==> src/rtl/uart_rx_fifo.sv <==
// uart_rx_fifo: oversampling 8N1 UART receiver feeding a first-word-fall-through
// byte FIFO with a valid/ready consumer interface and sticky error flags.
// Optional feature: define UART_PARITY_EN for 8E1 frames and a parity_err output.
module uart_rx_fifo #(
  parameter int unsigned CLKS_PER_BIT = 434,
  parameter int unsigned ADDR_W       = 4
) (
  input  logic            clk,
  input  logic            rst,
  input  logic            rxd,
  output logic [7:0]      rx_data,
  output logic            rx_valid,
  input  logic            rx_ready,
  output logic [ADDR_W:0] fifo_count,
  output logic            frame_err,
  output logic            overrun_err,
`ifdef UART_PARITY_EN
  output logic            parity_err,
`endif
  input  logic            err_clr
);

  localparam int unsigned DEPTH   = 1 << ADDR_W;
  localparam int unsigned CNT_FW  = ADDR_W + 1;
  localparam int unsigned CNT_W   = $clog2(CLKS_PER_BIT);
  localparam int unsigned HALF_M1 = CLKS_PER_BIT / 2 - 1;
  localparam int unsigned FULL_M1 = CLKS_PER_BIT - 1;

`ifdef UART_PARITY_EN
  typedef enum logic [2:0] {S_IDLE, S_START, S_DATA, S_PARITY, S_STOP} state_e;
`else
  typedef enum logic [2:0] {S_IDLE, S_START, S_DATA, S_STOP} state_e;
`endif

  state_e state_q, state_d;

  logic             rxd_meta_q, rxd_sync_q, rxd_prev_q;
  logic [CNT_W-1:0] cnt_q, cnt_d;
  logic [2:0]       bit_q, bit_d;
  logic [7:0]       shift_q, shift_d;
  logic             push_req;
  logic             frame_set;
`ifdef UART_PARITY_EN
  logic             par_bad_q, par_bad_d;
  logic             par_set;
  logic             par_err_q, par_err_d;
`endif

  logic [7:0]        mem_q [DEPTH];
  logic [ADDR_W-1:0] wr_q, wr_d, rd_q, rd_d;
  logic [ADDR_W:0]   count_q, count_d;
  logic [7:0]        rx_data_q, rx_data_d;
  logic              rx_valid_q, rx_valid_d;
  logic              frame_err_q, frame_err_d;
  logic              overrun_q, overrun_d;
  logic              pop, full, push_ok, overrun_set;

  // Receiver next-state: edge detect, mid-bit sampling, LSB-first shift.
  always_comb begin
    state_d   = state_q;
    cnt_d     = cnt_q;
    bit_d     = bit_q;
    shift_d   = shift_q;
    push_req  = 1'b0;
    frame_set = 1'b0;
`ifdef UART_PARITY_EN
    par_bad_d = par_bad_q;
    par_set   = 1'b0;
`endif
    case (state_q)
      S_IDLE: begin
        if (rxd_prev_q && !rxd_sync_q) begin
          state_d = S_START;
          cnt_d   = '0;
          bit_d   = '0;
`ifdef UART_PARITY_EN
          par_bad_d = 1'b0;
`endif
        end
      end
      S_START: begin
        if (cnt_q == CNT_W'(HALF_M1)) begin
          cnt_d   = '0;
          state_d = rxd_sync_q ? S_IDLE : S_DATA;
        end else begin
          cnt_d = cnt_q + CNT_W'(1);
        end
      end
      S_DATA: begin
        if (cnt_q == CNT_W'(FULL_M1)) begin
          cnt_d   = '0;
          shift_d = {rxd_sync_q, shift_q[7:1]};
          bit_d   = bit_q + 3'd1;
          if (bit_q == 3'd7) begin
`ifdef UART_PARITY_EN
            state_d = S_PARITY;
`else
            state_d = S_STOP;
`endif
          end
        end else begin
          cnt_d = cnt_q + CNT_W'(1);
        end
      end
`ifdef UART_PARITY_EN
      S_PARITY: begin
        if (cnt_q == CNT_W'(FULL_M1)) begin
          cnt_d     = '0;
          par_bad_d = (^shift_q) ^ rxd_sync_q;
          par_set   = (^shift_q) ^ rxd_sync_q;
          state_d   = S_STOP;
        end else begin
          cnt_d = cnt_q + CNT_W'(1);
        end
      end
`endif
      S_STOP: begin
        if (cnt_q == CNT_W'(FULL_M1)) begin
          cnt_d   = '0;
          state_d = S_IDLE;
          if (rxd_sync_q) begin
`ifdef UART_PARITY_EN
            push_req = !par_bad_q;
`else
            push_req = 1'b1;
`endif
          end else begin
            frame_set = 1'b1;
          end
        end else begin
          cnt_d = cnt_q + CNT_W'(1);
        end
      end
      default: state_d = S_IDLE;
    endcase
  end

  // FIFO next-state: pointers, occupancy, fall-through head and error flags.
  always_comb begin
    pop         = rx_valid_q & rx_ready;
    full        = (count_q == CNT_FW'(DEPTH));
    push_ok     = push_req & (~full | pop);
    overrun_set = push_req & full & ~pop;
    wr_d        = push_ok ? wr_q + ADDR_W'(1) : wr_q;
    rd_d        = pop ? rd_q + ADDR_W'(1) : rd_q;
    count_d     = count_q;
    if (push_ok && !pop) begin
      count_d = count_q + CNT_FW'(1);
    end else if (!push_ok && pop) begin
      count_d = count_q - CNT_FW'(1);
    end
    rx_data_d = rx_data_q;
    if (count_d != '0) begin
      // A head sitting on the write slot is the byte being pushed right now.
      rx_data_d = (push_ok && (rd_d == wr_q)) ? shift_q : mem_q[rd_d];
    end
    rx_valid_d  = (count_d != '0);
    frame_err_d = frame_set | (frame_err_q & ~err_clr);
    overrun_d   = overrun_set | (overrun_q & ~err_clr);
`ifdef UART_PARITY_EN
    par_err_d   = par_set | (par_err_q & ~err_clr);
`endif
  end

  // State, synchroniser and control registers with synchronous reset.
  always_ff @(posedge clk) begin
    if (rst) begin
      state_q     <= S_IDLE;
      rxd_meta_q  <= 1'b1;
      rxd_sync_q  <= 1'b1;
      rxd_prev_q  <= 1'b1;
      cnt_q       <= '0;
      bit_q       <= '0;
      shift_q     <= '0;
      wr_q        <= '0;
      rd_q        <= '0;
      count_q     <= '0;
      rx_data_q   <= '0;
      rx_valid_q  <= 1'b0;
      frame_err_q <= 1'b0;
      overrun_q   <= 1'b0;
`ifdef UART_PARITY_EN
      par_bad_q   <= 1'b0;
      par_err_q   <= 1'b0;
`endif
    end else begin
      state_q     <= state_d;
      rxd_meta_q  <= rxd;
      rxd_sync_q  <= rxd_meta_q;
      rxd_prev_q  <= rxd_sync_q;
      cnt_q       <= cnt_d;
      bit_q       <= bit_d;
      shift_q     <= shift_d;
      wr_q        <= wr_d;
      rd_q        <= rd_d;
      count_q     <= count_d;
      rx_data_q   <= rx_data_d;
      rx_valid_q  <= rx_valid_d;
      frame_err_q <= frame_err_d;
      overrun_q   <= overrun_d;
`ifdef UART_PARITY_EN
      par_bad_q   <= par_bad_d;
      par_err_q   <= par_err_d;
`endif
    end
  end

  // Byte storage; contents need no reset since occupancy gates every read.
  always_ff @(posedge clk) begin
    if (push_ok) begin
      mem_q[wr_q] <= shift_q;
    end
  end

  assign rx_data     = rx_data_q;
  assign rx_valid    = rx_valid_q;
  assign fifo_count  = count_q;
  assign frame_err   = frame_err_q;
  assign overrun_err = overrun_q;
`ifdef UART_PARITY_EN
  assign parity_err  = par_err_q;
`endif

endmodule
==> config.mk <==
export PLATFORM = sky130hd
export DESIGN_NAME = uart_rx_fifo
export DESIGN_NICKNAME = d
export VERILOG_FILES = /design/src/rtl/uart_rx_fifo.sv
export SDC_FILE = /design/constraint.sdc
export NUM_CORES = 1
export LEC_CHECK = 0
export ABC_AREA = 1
export CORE_ASPECT_RATIO = 0.75
export CORE_MARGIN = 1.5
export CORE_UTILIZATION = 60
export DETAILED_ROUTE_END_ITERATION = 10
export PLACE_DENSITY = 0.86
export SLEW_MARGIN = 5
export SYNTH_ARGS = -nofsm -noshare
export SYNTH_HDL_FRONTEND = slang
export SYNTH_SLANG_ARGS = --single-unit
==> constraint.sdc <==
create_clock -name clk -period 2.6 [get_ports clk]
set_input_delay 0.39 -clock clk [delete_from_list [all_inputs] [get_ports clk]]
set_output_delay 0.39 -clock clk [all_outputs]
set_load 0.02 [all_outputs]
# Word-level counts from Yosys, hierarchy flattened
# Memories as Yosys holds them, arrays and structs flattened. A register that Yosys moved wholly into a read port is not among the register bits.
# Index checks and enable logic that the tools add are counted.
# totals
register_bits	42
out_inout_bits	16
wordCells	84
ram_bits	128
n_memories	1
in_bits	5
# classes
reduce_logical	15
bitwise	12
eq_ne	12
add_sub_neg	6
n_mux	25
# memory_table
memory	depth	word_bits	read_ports	rd_ports_with_merged_regs	wr	line_no	rtl
mem_q	16	8	1	1	1	49	logic [7:0] mem_q [DEPTH];
# ops
operator	n
2-to-1 mux 9 bit	3
one-hot mux 9 bit (3 select lines)	1
2-to-1 mux 3 bit	7
one-hot mux 3 bit (4 select lines)	1
2-to-1 mux 5 bit	2
!= test 2 bit (second input constant)	5
adder 9 x 1 -> 9 bit (second input constant)	1
equality test 9 x 8 -> 1 bit (second input constant)	1
equality test 9 bit (second input constant)	1
adder 4 x 1 -> 4 bit (second input constant)	2
2-to-1 mux 1 bit	8
bitwise AND 1 bit	6
equality test 3 x 2 -> 1 bit (second input constant)	2
one-hot mux 3 bit (2 select lines)	1
adder 5 x 1 -> 5 bit (second input constant)	1
equality test 5 bit (second input constant)	1
AND reduction 5 bit	1
nonzero test 5 bit	1
subtractor 5 x 1 -> 5 bit (second input constant)	1
2-to-1 mux 4 bit	1
AND reduction 2 bit	2
adder 3 x 1 -> 3 bit (second input constant)	1
equality test 3 x 1 -> 1 bit (second input constant)	1
equality test 3 bit (second input constant)	1
other kinds (10)	18

# Depth between registers and ports, before layout
# logic_depth
depth_word	9
ltp_mapped	16
mapped_depth_nobuf	16

# Worst setup path before layout
# OpenSTA, ideal clock, no wires.
# synth_timing
path_kind	register to register
startpoint	register cnt_q[1]
endpoint	memory mem_q[3][0] (enable)
setup_slack_ps	501
arrival_ps	1729
n_path_buf	0
path_stages_with_launch	11
setup_time_ps	370
t_required_ps	2230
cell_sequence	dfxtp_1 > inv_1 > ha_1 > nand2_1 > nor2_2 > nand2_1 > nor2_1 > nand2_1 > inv_1 > nand3_1 > nor2_1
# synth_via
elab_chain_cells	6
# synth_lines
element	line_no	rtl
from (decl)	38	logic [CNT_W-1:0] cnt_q, cnt_d;
from (signal assigned)	191	cnt_q <= cnt_d;
equality test 9 bit	118	if (cnt_q == CNT_W'(FULL_M1)) begin
2-to-1 mux 1 bit	118	
2-to-1 mux 1 bit	70	case (state_q)
bitwise AND 1 bit	142	push_ok = push_req & (~full | pop);
2-to-1 mux 1 bit	210	if (push_ok) begin
2-to-1 mux 1 bit (not written as such)	211	mem_q[wr_q] <= shift_q;
to (decl)	49	
# Every way passes these cells.

# Final worst setup path
# layout_timing
startpoint	register cnt_q[1]
endpoint	memory mem_q[11][6] (enable)
# The elaborated chain is that of the path after synthesis.

==> run_results.csv <==
group,metric,value,unit
yosys,synth_warnings,0,
global_route,gr-total-overflow,0,
sta,finalHoldViolations,0,
worst_setup_path,required,2730,ps
outcome,outcome,"complete, no violations",
layout,finish.utilization,70.2,%
worst_setup_path,rr_startpoint,"cnt_q[1]$_SDFFE_PP0P_",
sta,tightest_slew,852,ps
sta,rsz0062_at_grt,"no",
route,ant_nets,0,
sta,worst_slew_margin_rel,43.1,%
pwr,power-per-cell-area,772,nW/um2
hold_path,hp-start,"rxd_meta_q$_SDFF_PP1_",
worst_setup_path,worstSetupEndpointType,"register",
sta,setup_failing_eps_final,0,
clock_tree,cts.htree.levels,4,
layout,fin_nets,966,
global_route,grt_pass1_vias,6277,
clock_tree,cts_hold_buf,0,
layout,post_route_cells_drive_above_1_share,11.3,%
floorplanning,fp-row-count,37,
route,dr.pass1.iters,6,
sta,post-route-period-util,90.2,%
worst_setup_path,critPathKind,"register to register",
clock_tree,cts-buffers-inserted,17,
placement,gpl.final_weighted_congestion,0.967,
worst_setup_path,crit_path_start_kind,"register",
clock_tree,clock_path_buffers,2,
clock_tree,cts_root_buffer,"clkbuf_16",
route,drt_iter0_markers,868,
sta,drv_slew,0,
worst_setup_path,critical_path.max_stage_delay,320,ps
pwr,vdd_ir_drop_max,0.000680,V
layout,layout.area.seq,4820,um2
yosys,cell_type_with_the_highest_aggregate_area_in_the_netlist,"edfxtp_1",
global_route,pin_count_of_the_biggest_net_entering_global_routing,65,
clock_tree,clock_tree_from_tritoncts,"yes",
yosys,synthDistinctLibCells,40,
worst_setup_path,crit_arrival,2470,ps
job,max_capacitance_violation_count,0,
layout,antenna_cells_inserted,0,
layout,flow.area_growth_from_synthesis,14.3,%
floorplanning,floorplan.initialDensity,61.4,%
layout,multi_input_gate_area_in_the_final_layout,2910,um2
clock_tree,cts.repair_timing.setup_buffer_count,0,
route,remaining_drc_errors,0,
floorplanning,design.die.area,14800,um2
yosys,syn_inst,905,
worst_setup_path,path_max_fanout,8,
yosys,synth.ff_latch_count,177,
worst_setup_path,start_point_of_the_critical_path,"cnt_q[1]$_SDFFE_PP0P_",
worst_setup_path,crit_chain,"inv_1 -> ha_1 -> nand2_1 -> nor2_2 -> nand2_1 -> nor2_1 -> nand2_1 -> inv_1 -> nand3_1 -> nor2_1 -> buf_4",
hold_path,worstHoldPathType,"register to register",
worst_setup_path,crit_path_buf_inv_count,3,
floorplanning,fp.coreArea,13700,um2
layout,layout.cells.most_common,"nand2_1",
yosys,seq_area_frac_synth,57.1,%
clock_tree,worst_skew_pair.late_latency,430,ps
yosys,netlist_top_cells_area,"edfxtp_1, dfxtp_1, nand3_1",
worst_setup_path,slowest_stage,"dfxtp_1",
placement,dp_hpwl,13600,um
floorplanning,die_width,140,um
pwr,power.leakage,0.00403,uW
yosys,syn_nets,923,
sta,finalSetupTns,0,ps
clock_tree,clock_pin_slew_on_the_worst_setup_and_hold_paths,70,ps
sta,period_needed,2340,ps
floorplanning,die_y,106,um
route,totalWireLength,20500,um
worst_setup_path,critical-path-top-delay-family,"simple AND/OR/NAND/NOR gates",
sta,worst_skew,13.9,ps
route,routed_via_density,5.82,
sta,fmax,426,MHz
global_route,grt_util_all_layers,28.9,%
global_route,grt_pass1_wl,32500,um
clock_tree,cts.sinks,177,
floorplanning,floorplan.io_pins,21,
yosys,syn_avg_cell_area,9.33,um2
yosys,synth.top_cell.area_share,45.5,%
route,vias,6606,
layout,most-common-layout-cells,"nand2_1, nand3_1, inv_1",
layout,final.fill_count,953,
placement,io_buffers,20,
global_route,grt_antenna_before_repair,0,
worst_setup_path,critical_path.most_common_cell,"nand2_1",
route,route.detailed.wl_per_inst,18.0,um
sta,whs,458,ps
clock_tree,cts_repair_resize_count,0,
yosys,post_synth_instance_area,8450,um2
==> where the power goes <==
part | internal [uW] | switching (uW) | total (uW)
clock network | 1350 | 1110 | 2460
logic | 662 | 1170 | 1840
registers | 3070 | 81.4 | 3160
==> layer usage <==
layer | track usage [%] | wire (um) | part of all wire, %
met3 | 7.72 | 2420 | 12
met2 | 44.3 | 9220 | 45
met5 | 0 | 0 | 0
met1 | 40.5 | 8530 | 42
met4 | 8.87 | 332 | 1.6
==> Yosys cell counts, drive strengths merged <==
| cell type | count |
|---|---|
| o21bai | 1 |
| o22ai | 1 |
| a221oi | 2 |
| clkbuf | 12 |
| buf | 24 |
| or2 | 3 |
| a21oi | 35 |
| o211a | 1 |
| inv | 145 |
| o21ai | 23 |
| dfxtp | 49 |
| o31ai | 1 |
| o41ai | 1 |
| xor2 | 6 |
| a211oi | 1 |
| o2111ai | 1 |
| nand3 | 157 |
| clkinv | 3 |
| nor4 | 1 |
| edfxtp | 128 |
| nor2 | 59 |
| ha | 13 |
| nor3 | 3 |
| nand4 | 14 |
| nand2 | 171 |
| nand3b | 50 |
==> stage by stage <==
step | setup WS, ps | instances | instance area [um2] | total power (uW)
after CTS | 309 | 1136 | 9650 | 7450
after global placement | 145 | 1104 | 9080 | 4960
after global routing | 80.4 | 1136 | 9650 | 7790
after detailed placement | 122 | 1104 | 9080 | 5000
after floorplan | 501 | 905 | 8450 | 4410
final | 255 | 1136 | 9650 | 7460
==> kinds of logic (layout without fill, tap and decap cells) <==
group / count (synthesis) / count (layout) / share of synthesized area (%)
buffers and inverters: 184 / 240 / 8.59
AO/OA/AOI/OAI: 67 / 67 / 4.49
XOR/XNOR: 6 / 6 / 0.622
AND/OR/NAND/NOR: 458 / 458 / 27.3
adder cells (fa/ha/maj): 13 / 13 / 1.93
flip-flops: 177 / 177 / 57.1
==> worst reg2reg max path: stages (launching register included) <==
cell,delay [ps]
dfxtp_1,320
inv_1,120
ha_1,180
nand2_1,80
nor2_2,210
nand2_1,180
nor2_1,170
nand2_1,90
inv_1,150
nand3_1,150
nor2_1,180
buf_4,210
==> final cells by class <==
class / instances / area share [%]
clock buffers: 20 / 4.96
repair buffers: 60 / 5.96
well taps: 175 / 2.27
flip-flops and latches: 177 / 50.0
inverters: 148 / 5.78
multi-input cells: 544 / 30.1
clock inverters: 12 / 0.933
==> state kept, by name, summed over array words and instances, names as in the netlist, 2 cells and up <==
register / cells
fifo_count: 5
rx_data: 8
bit_q: 3
mem_q: 128
rd_q: 4
wr_q: 4
shift_q: 8
state_q: 2
cnt_q: 9
==> path summary, 6_finish.rpt <==
path | to | slack [ps] | cells past startpoint
max | mem_q[11][6]$_DFFE_PP_ | 260 | 11
min | rxd_sync_q$_SDFF_PP1_ | 460 | 1
max reg2reg | mem_q[11][6]$_DFFE_PP_ | 260 | 11
min reg2reg | rxd_sync_q$_SDFF_PP1_ | 460 | 1
Note: power is estimated with default switching activity, not from simulation.
